--- config.mk ---
export PLATFORM = sky130hd
export DESIGN_NAME = cordic_quadrant_map_pipe
export DESIGN_NICKNAME = d
export VERILOG_FILES = /design/src/rtl/cordic_quadrant_map_pipe.sv
export SDC_FILE = /design/constraint.sdc
export NUM_CORES = 1
export LEC_CHECK = 0
export ABC_AREA = 1
export CORE_AREA = 2 2 158 160
export DETAILED_ROUTE_END_ITERATION = 7
export DIE_AREA = 0 0 160 162
export SETUP_SLACK_MARGIN = 0.3
export SYNTH_ARGS = -nofsm -noshare
export SYNTH_HDL_FRONTEND = slang
export SYNTH_SLANG_ARGS = --single-unit
export TNS_END_PERCENT = 10
--- constraint.sdc ---
create_clock -name clk -period 1.9 [get_ports clk]
set_input_delay 0.285 -clock clk [delete_from_list [all_inputs] [get_ports clk]]
set_output_delay 0.285 -clock clk [all_outputs]
set_load 0.02 [all_outputs]
--- src/rtl/cordic_quadrant_map_pipe.sv ---
// CORDIC pre-rotation: folds a vector/angle into -90..+90 deg with an exact +/-90 deg swap/negate.
// Optional raw input register, then correction logic feeding the output register; valid/ready on both sides.
module cordic_quadrant_map_pipe #(
   parameter int WIDTH   = 32,
   parameter int ANGLE_W = 32,
   parameter int TAG_W   = 4,
   parameter int REG_IN  = 0
) (
   input  logic               clk,
   input  logic               rst_n,
   input  logic               mode,
   input  logic               in_valid,
   output logic               in_ready,
   input  logic [WIDTH-1:0]   x_in,
   input  logic [WIDTH-1:0]   y_in,
   input  logic [ANGLE_W-1:0] angle_in,
   input  logic [TAG_W-1:0]   tag_in,
   output logic               out_valid,
   input  logic               out_ready,
   output logic [WIDTH-1:0]   x_out,
   output logic [WIDTH-1:0]   y_out,
   output logic [ANGLE_W-1:0] angle_out,
   output logic [1:0]         quad_out,
   output logic               sat_out,
   output logic               err_out,
   output logic [TAG_W-1:0]   tag_out
);

   localparam logic [WIDTH-1:0]   MIN_V = {1'b1, {(WIDTH-1){1'b0}}};
   localparam logic [WIDTH-1:0]   MAX_V = {1'b0, {(WIDTH-1){1'b1}}};
   localparam logic [ANGLE_W-1:0] Q90   = {3'b001, {(ANGLE_W-3){1'b0}}};
   localparam logic [1:0]         QUAD_NONE = 2'b00;
   localparam logic [1:0]         QUAD_M90  = 2'b01;
   localparam logic [1:0]         QUAD_P90  = 2'b10;

   // MSB of the result is the saturation flag
   function automatic logic [WIDTH:0] neg_sat(input logic [WIDTH-1:0] v);
      logic [WIDTH-1:0] n;
      n = '0 - v;
      return (v == MIN_V) ? {1'b1, MAX_V} : {1'b0, n};
   endfunction

   logic               r_valid;
   logic               r_mode;
   logic [WIDTH-1:0]   r_x;
   logic [WIDTH-1:0]   r_y;
   logic [ANGLE_W-1:0] r_angle;
   logic [TAG_W-1:0]   r_tag;

   logic               out_valid_q;
   logic [WIDTH-1:0]   x_q, y_q;
   logic [ANGLE_W-1:0] angle_q;
   logic [1:0]         quad_q;
   logic               sat_q, err_q;
   logic [TAG_W-1:0]   tag_q;

   logic               out_take;
   assign out_take = !out_valid_q || out_ready;

   generate
      if (REG_IN != 0) begin : g_in_reg
         logic               s0_valid_q;
         logic               s0_mode_q;
         logic [WIDTH-1:0]   s0_x_q, s0_y_q;
         logic [ANGLE_W-1:0] s0_angle_q;
         logic [TAG_W-1:0]   s0_tag_q;

         always_ff @(posedge clk or negedge rst_n) begin
            if (!rst_n) begin
               s0_valid_q <= 1'b0;
               s0_mode_q  <= 1'b0;
               s0_x_q     <= '0;
               s0_y_q     <= '0;
               s0_angle_q <= '0;
               s0_tag_q   <= '0;
            end else if (in_ready) begin
               s0_valid_q <= in_valid;
               if (in_valid) begin
                  s0_mode_q  <= mode;
                  s0_x_q     <= x_in;
                  s0_y_q     <= y_in;
                  s0_angle_q <= angle_in;
                  s0_tag_q   <= tag_in;
               end
            end
         end

         assign in_ready = !s0_valid_q || out_take;
         assign r_valid  = s0_valid_q;
         assign r_mode   = s0_mode_q;
         assign r_x      = s0_x_q;
         assign r_y      = s0_y_q;
         assign r_angle  = s0_angle_q;
         assign r_tag    = s0_tag_q;
      end else begin : g_no_reg
         assign in_ready = out_take;
         assign r_valid  = in_valid;
         assign r_mode   = mode;
         assign r_x      = x_in;
         assign r_y      = y_in;
         assign r_angle  = angle_in;
         assign r_tag    = tag_in;
      end
   endgenerate

   logic [WIDTH:0]     neg_x, neg_y;
   logic [WIDTH-1:0]   x_d, y_d;
   logic [ANGLE_W-1:0] angle_d;
   logic [1:0]         quad_d;
   logic               sat_d, err_d;
   logic [1:0]         rot_q;

   assign neg_x = neg_sat(r_x);
   assign neg_y = neg_sat(r_y);
   assign rot_q = r_angle[ANGLE_W-2:ANGLE_W-3];

   always_comb begin
      x_d     = r_x;
      y_d     = r_y;
      angle_d = r_angle;
      quad_d  = QUAD_NONE;
      sat_d   = 1'b0;
      err_d   = 1'b0;
      if (!r_mode) begin
         if (r_angle[ANGLE_W-1] != r_angle[ANGLE_W-2]) begin
            err_d = 1'b1;
         end else if (rot_q == 2'b01) begin
            x_d     = neg_y[WIDTH-1:0];
            y_d     = r_x;
            angle_d = r_angle - Q90;
            quad_d  = QUAD_M90;
            sat_d   = neg_y[WIDTH];
         end else if (rot_q == 2'b10) begin
            x_d     = r_y;
            y_d     = neg_x[WIDTH-1:0];
            angle_d = r_angle + Q90;
            quad_d  = QUAD_P90;
            sat_d   = neg_x[WIDTH];
         end
      end else if (r_x[WIDTH-1]) begin
         // Vector in left half-plane: rotate toward +x using the sign of y
         if (!r_y[WIDTH-1]) begin
            x_d     = r_y;
            y_d     = neg_x[WIDTH-1:0];
            angle_d = r_angle + Q90;
            quad_d  = QUAD_P90;
            sat_d   = neg_x[WIDTH];
         end else begin
            x_d     = neg_y[WIDTH-1:0];
            y_d     = r_x;
            angle_d = r_angle - Q90;
            quad_d  = QUAD_M90;
            sat_d   = neg_y[WIDTH];
         end
      end
   end

   always_ff @(posedge clk or negedge rst_n) begin
      if (!rst_n) begin
         out_valid_q <= 1'b0;
         x_q         <= '0;
         y_q         <= '0;
         angle_q     <= '0;
         quad_q      <= QUAD_NONE;
         sat_q       <= 1'b0;
         err_q       <= 1'b0;
         tag_q       <= '0;
      end else if (out_take) begin
         out_valid_q <= r_valid;
         if (r_valid) begin
            x_q     <= x_d;
            y_q     <= y_d;
            angle_q <= angle_d;
            quad_q  <= quad_d;
            sat_q   <= sat_d;
            err_q   <= err_d;
            tag_q   <= r_tag;
         end
      end
   end

   assign out_valid = out_valid_q;
   assign x_out     = x_q;
   assign y_out     = y_q;
   assign angle_out = angle_q;
   assign quad_out  = quad_q;
   assign sat_out   = sat_q;
   assign err_out   = err_q;
   assign tag_out   = tag_q;

endmodule

### Yosys cells after proc, flatten, opt, wreduce, memory -nomap -nowiden

Index checks and enable logic that the tools add are counted.

* input bits: 105
* word-level logic and storage cells: 54
* bits in registers: 105
* output and inout port bits: 106

* eq/ne operators: 5
* add/subtract/negate cells: 4
* multiplexer cells: 34
* reductions and logical operators: 3

Operator list (number)
* two-way mux 32 bit: 18
* two-way mux 33 bit: 2
* == test 32 bit (second input constant): 2
* subtractor 1 x 32 -> 32 bit (first input constant): 2
* adder 32 x 30 -> 32 bit (second input constant): 1
* subtractor 32 x 30 -> 32 bit (second input constant): 1
* two-way mux 2 bit: 6
* two-way mux 1 bit: 8
* == test 2 x 1 -> 1 bit (second input constant): 1
* == test 2 bit (second input constant): 1
* AND reduction 2 bit: 1
* zero test 1 bit: 1
* logical OR 1 bit: 1
* != test 1 bit: 1

### Longest topological paths before layout

* depth in word-level cells: 6
* gate-level depth with buffers: 14
* gate-level depth less buffers: 14

### Least setup slack after synthesis

Ideal clock, no wire load.

* path type: in2reg
* start point: input port y_in[1]
* end point: register x_q[24], in the netlist x_out[24]
* path slack: 0.213 ns
* library setup time: 0.118 ns
* arrival: 1.569 ns
* stages: 11
* required time: 1.782 ns
* buffers on the path: 0
* cells stage by stage: inv_1 > ha_1 > nand3_2 > nor2_4 > nand3_4 > nor2_8 > nand3_1 > nand3_1 > nand2_1 > o21bai_1 > inv_1

* longest elaborated chain between the ends: 5
* elaborated cells between the ends (all ways): 8
* those cells by class: 1 x add/sub; 1 x eq/ne; 6 x mux

RTL lines
* start, declared: line 15 `input logic [WIDTH-1:0] y_in,`
* subtractor 1 x 32 -> 32 bit or == test 32 bit (tied branches): line 39, 40
* two-way mux 33 bit *: line 40 `return (v == MIN_V) ? {1'b1, MAX_V} : {1'b0, n};`
* two-way mux 32 bit, on equally long branches: line 127, 142
* two-way mux 32 bit, on equally long branches: line 125, 140
* two-way mux 32 bit *: line 124 `if (!r_mode) begin`
* end signal, assigned: line 161 `x_q <= '0;`
* end signal, assigned: line 171 `x_q <= x_d;`
* end, declared: line 51 `logic [WIDTH-1:0] x_q, y_q;`

Every way passes the cells marked *; elsewhere a longest branch is shown, timed or not.
A chain may end at the register's enable or synchronous reset.

### Final worst setup path

* start point: register x_q[23], in the netlist x_out[23]
* end point: output port x_out[23]

RTL lines
* end, declared: line 20 `output logic [WIDTH-1:0] x_out,`

No word-level cell between the ends.

==> out/qor.yml <==
power_frac_seq: 0.327
fmax_ghz: 0.570
slew_headroom: 0.715
final_util: 0.604
grt_usage: 0.324
dr.pass1.iters: 5
core_area_um2: 24100
syn_area_per_cell_um2: 6.49
async_reset_ff_frac: 1.00
finalHoldViolations: 0
clockPowerShare: 0.242
p_comb_frac: 0.431
grt_pass1_wl_um: 64400
ys_ff_latch: 105
row_count: 57
drt-vias-per-instance: 5.31
reg2reg_to: "x_out[28]"
cp-end-kind: "primary output"
wl_um: 43500
whs_ns: 0.325
power.density_nw_per_um2: 596
crit_start: "x_out[23]"
maxCapViolations: 0
min_period_ns: 1.75
clockBufferDepth: 2
ios: 211
vias: 11300
r2r_slack_ns: 0.31
synth_ff_type: "dfrtp_1"
intPower_w: 0.00526
worstSetupPathType: "reg2out"
drive_gt1_frac: 0.332
hpwlAfterDp_um: 33800
grt_pass1_vias: 10900
reg2regPathDepth: 8
fin_skew_ns: 0.0111
min_period_over_period: 0.923
cts.sinks: 105
hold_class: "in2reg"
drc: 0
grt-ovfl-total: 0
worst_setup_path_start_kind: "register"
pre_cts_ws_ns: -0.493
rsz0062_at_grt: "yes"
grt_max_degree: 41
cp_slowest_cell: "clkdlybuf4s50_1"
ir_worst_vdd_uv: 541
r2r-start: "out_valid"
cp.buffers_inverters: 1
dieArea_um2: 25900
crit_fanout: 2
synth_warnings: 0
dieWidth_um: 160
hold_start: "x_in[9]"
cts_root_buf: "clkbuf_16"
antenna_left: 0
worstMarginPinSlew_ns: 0.427
slew_viol_final: 0
crit_required_ns: 1.62
io_buffers: 210
drt_iter0_drc: 1092
grt_antenna_before_repair: 0
crit_end: "x_out[23]"
finalSetupViolCount: 0
status: "complete, no violations"
crit_chain: "clkdlybuf4s50_1"
fillers: 2374
swShare: 0.393
switching_power_w: 0.00341
syn2layout_area_growth_pct: 75.3
fin_ws_ns: 0.146
yosysSeqAreaShare: 0.316
clk_latency_ns: 0.37
synth_nets: 1392
dieHeight_um: 162
cts_max_level: 3
initial_core_util: 0.345
synth_edf_count: 0
cp_top_family: "buffers and inverters"
clk_pin_slew_ns: 0.09
syn-cell-area_um2: 8310
nets: 1912
netlist_instances: 1280
ys_types: 52
cts_tree: "yes"
cp.depth: 1
leakage_nw: 7.02
gp_congestion: 1.01
drt-wirelength-per-cell_um: 20.5
worstPathArrival_ns: 1.47
cts_buffers: 9
diodes: 0
slowest_delay_ns: 0.64
[area by class of cell]
cell class	count	area [µm²]	share of cell area
multi-input combinational	1004	5640	0.387
inverter	112	448	0.0308
clock buffer	9	225	0.0155
clock inverter	7	86.3	0.00593
sequential	105	2630	0.180
timing repair buffer	568	5130	0.352
tap	324	405	0.0278
[logic make-up after synthesis]
family          after synthesis  synth area share
buf+inv                     171            0.0886
xor+xnor                     20            0.0211
compound gates              293             0.200
simple gates                684             0.364
flops                       105             0.316
fa+ha+maj                     7            0.0105
[stage by stage]
step / power, W / std cells / TNS (ns) / cell area [µm²]
6_report: 0.00867 / 2129 / 0 / 14600
3_5_place_dp: 0.00634 / 2078 / -30.16 / 13100
3_3_place_gp: 0.00632 / 2078 / -26.91 / 13100
4_1_cts: 0.00849 / 2109 / 0 / 13700
2_1_floorplan: 0.00431 / 1280 / 0 / 8320
5_1_grt: 0.00903 / 2129 / 0 / 14600
[state kept, by name, indices dropped and copies added, names as in the netlist]
| signal | count |
|---|---|
| tag_out | 4 |
| y_out | 32 |
| x_out | 32 |
| quad_out | 2 |
| angle_out | 32 |
| sat_out | 1 |
| out_valid | 1 |
| err_out | 1 |
[Yosys cell counts, types with 4 or more instances]
library cell	instances	share of area
nand2_1	342	0.15
nor2_1	165	0.075
a21oi_1	108	0.065
dfrtp_1	105	0.32
inv_1	91	0.041
o21ai_0	89	0.054
nand3_1	72	0.043
nor3_1	33	0.020
o21ai_1	22	0.013
buf_2	21	0.013
clkbuf_1	21	0.0095
nand4_1	21	0.016
inv_2	19	0.0086
o22ai_1	19	0.014
xor2_1	18	0.019
nor2_2	14	0.011
o211ai_1	12	0.011
nand2_2	9	0.0068
a31oi_1	8	0.0060
buf_4	8	0.0072
ha_1	7	0.011
nand2_4	6	0.0081
a41oi_1	5	0.0053
buf_6	5	0.0068
nand3_2	5	0.0060
o221ai_1	5	0.0053
a21boi_0	4	0.0036
a221oi_1	4	0.0042
a22oi_1	4	0.0036
buf_1	4	0.0018
nand3b_1	4	0.0036
nor2_4	4	0.0054
[routing by layer]
| layer | track usage | vias to the layer above | wire (µm) |
|---|---|---|---|
| met5 | 0 | - | 0 |
| met4 | 0.113 | 0 | 1500 |
| met3 | 0.0580 | 92 | 3650 |
| met2 | 0.515 | 585 | 19900 |
| met1 | 0.444 | 5303 | 18500 |
| li1 | - | 5328 | - |
[worst min-delay path by stage]
stage               endpoint  slack, ns  depth (start not counted)
5_1_grt             y_out[9]       0.33                          3
6_report            y_out[9]       0.32                          3
3_5_place_dp        y_out[2]       0.24                          1
3_3_place_gp        y_out[2]       0.24                          1
4_1_cts        angle_out[28]       0.38                          2
2_1_floorplan   angle_out[0]      -0.01                          0
[power by group through the flow]
| stage | clock network (W) | registers (W) | logic (W) |
|---|---|---|---|
| floorplan | 0 | 0.00327 | 0.00104 |
| global placement | 0 | 0.00287 | 0.00345 |
| detailed placement | 0 | 0.00287 | 0.00347 |
| CTS | 0.00213 | 0.00283 | 0.00353 |
| global route | 0.00218 | 0.00288 | 0.00397 |
| finish | 0.00210 | 0.00284 | 0.00374 |
[what timing repair did]
action	in CTS	in global routing
gates resized for setup	130	211
pin swaps	27	60
buffers inserted	13	16
cloned	1	4
endpoints found under the hold margin	24	0
hold buffers	1	0
endpoints found under the setup margin	196	198
[layout by cell type (no fill, tap or decap), types with 25 or more instances in the layout]
| cell type | instances |
|---|---|
| nor3_1 | 28 |
| nor2_4 | 29 |
| inv_1 | 67 |
| nor2_1 | 112 |
| a21oi_1 | 98 |
| dfrtp_1 | 105 |
| dlygate4sd2_1 | 25 |
| nand3_1 | 62 |
| o21ai_1 | 30 |
| o21ai_0 | 72 |
| nor2_2 | 42 |
| inv_2 | 38 |
| dlymetal6s2s_1 | 30 |
| clkdlybuf4s50_1 | 143 |
| buf_4 | 319 |
| nand2_1 | 319 |
Power figures use the tool's default switching activity.
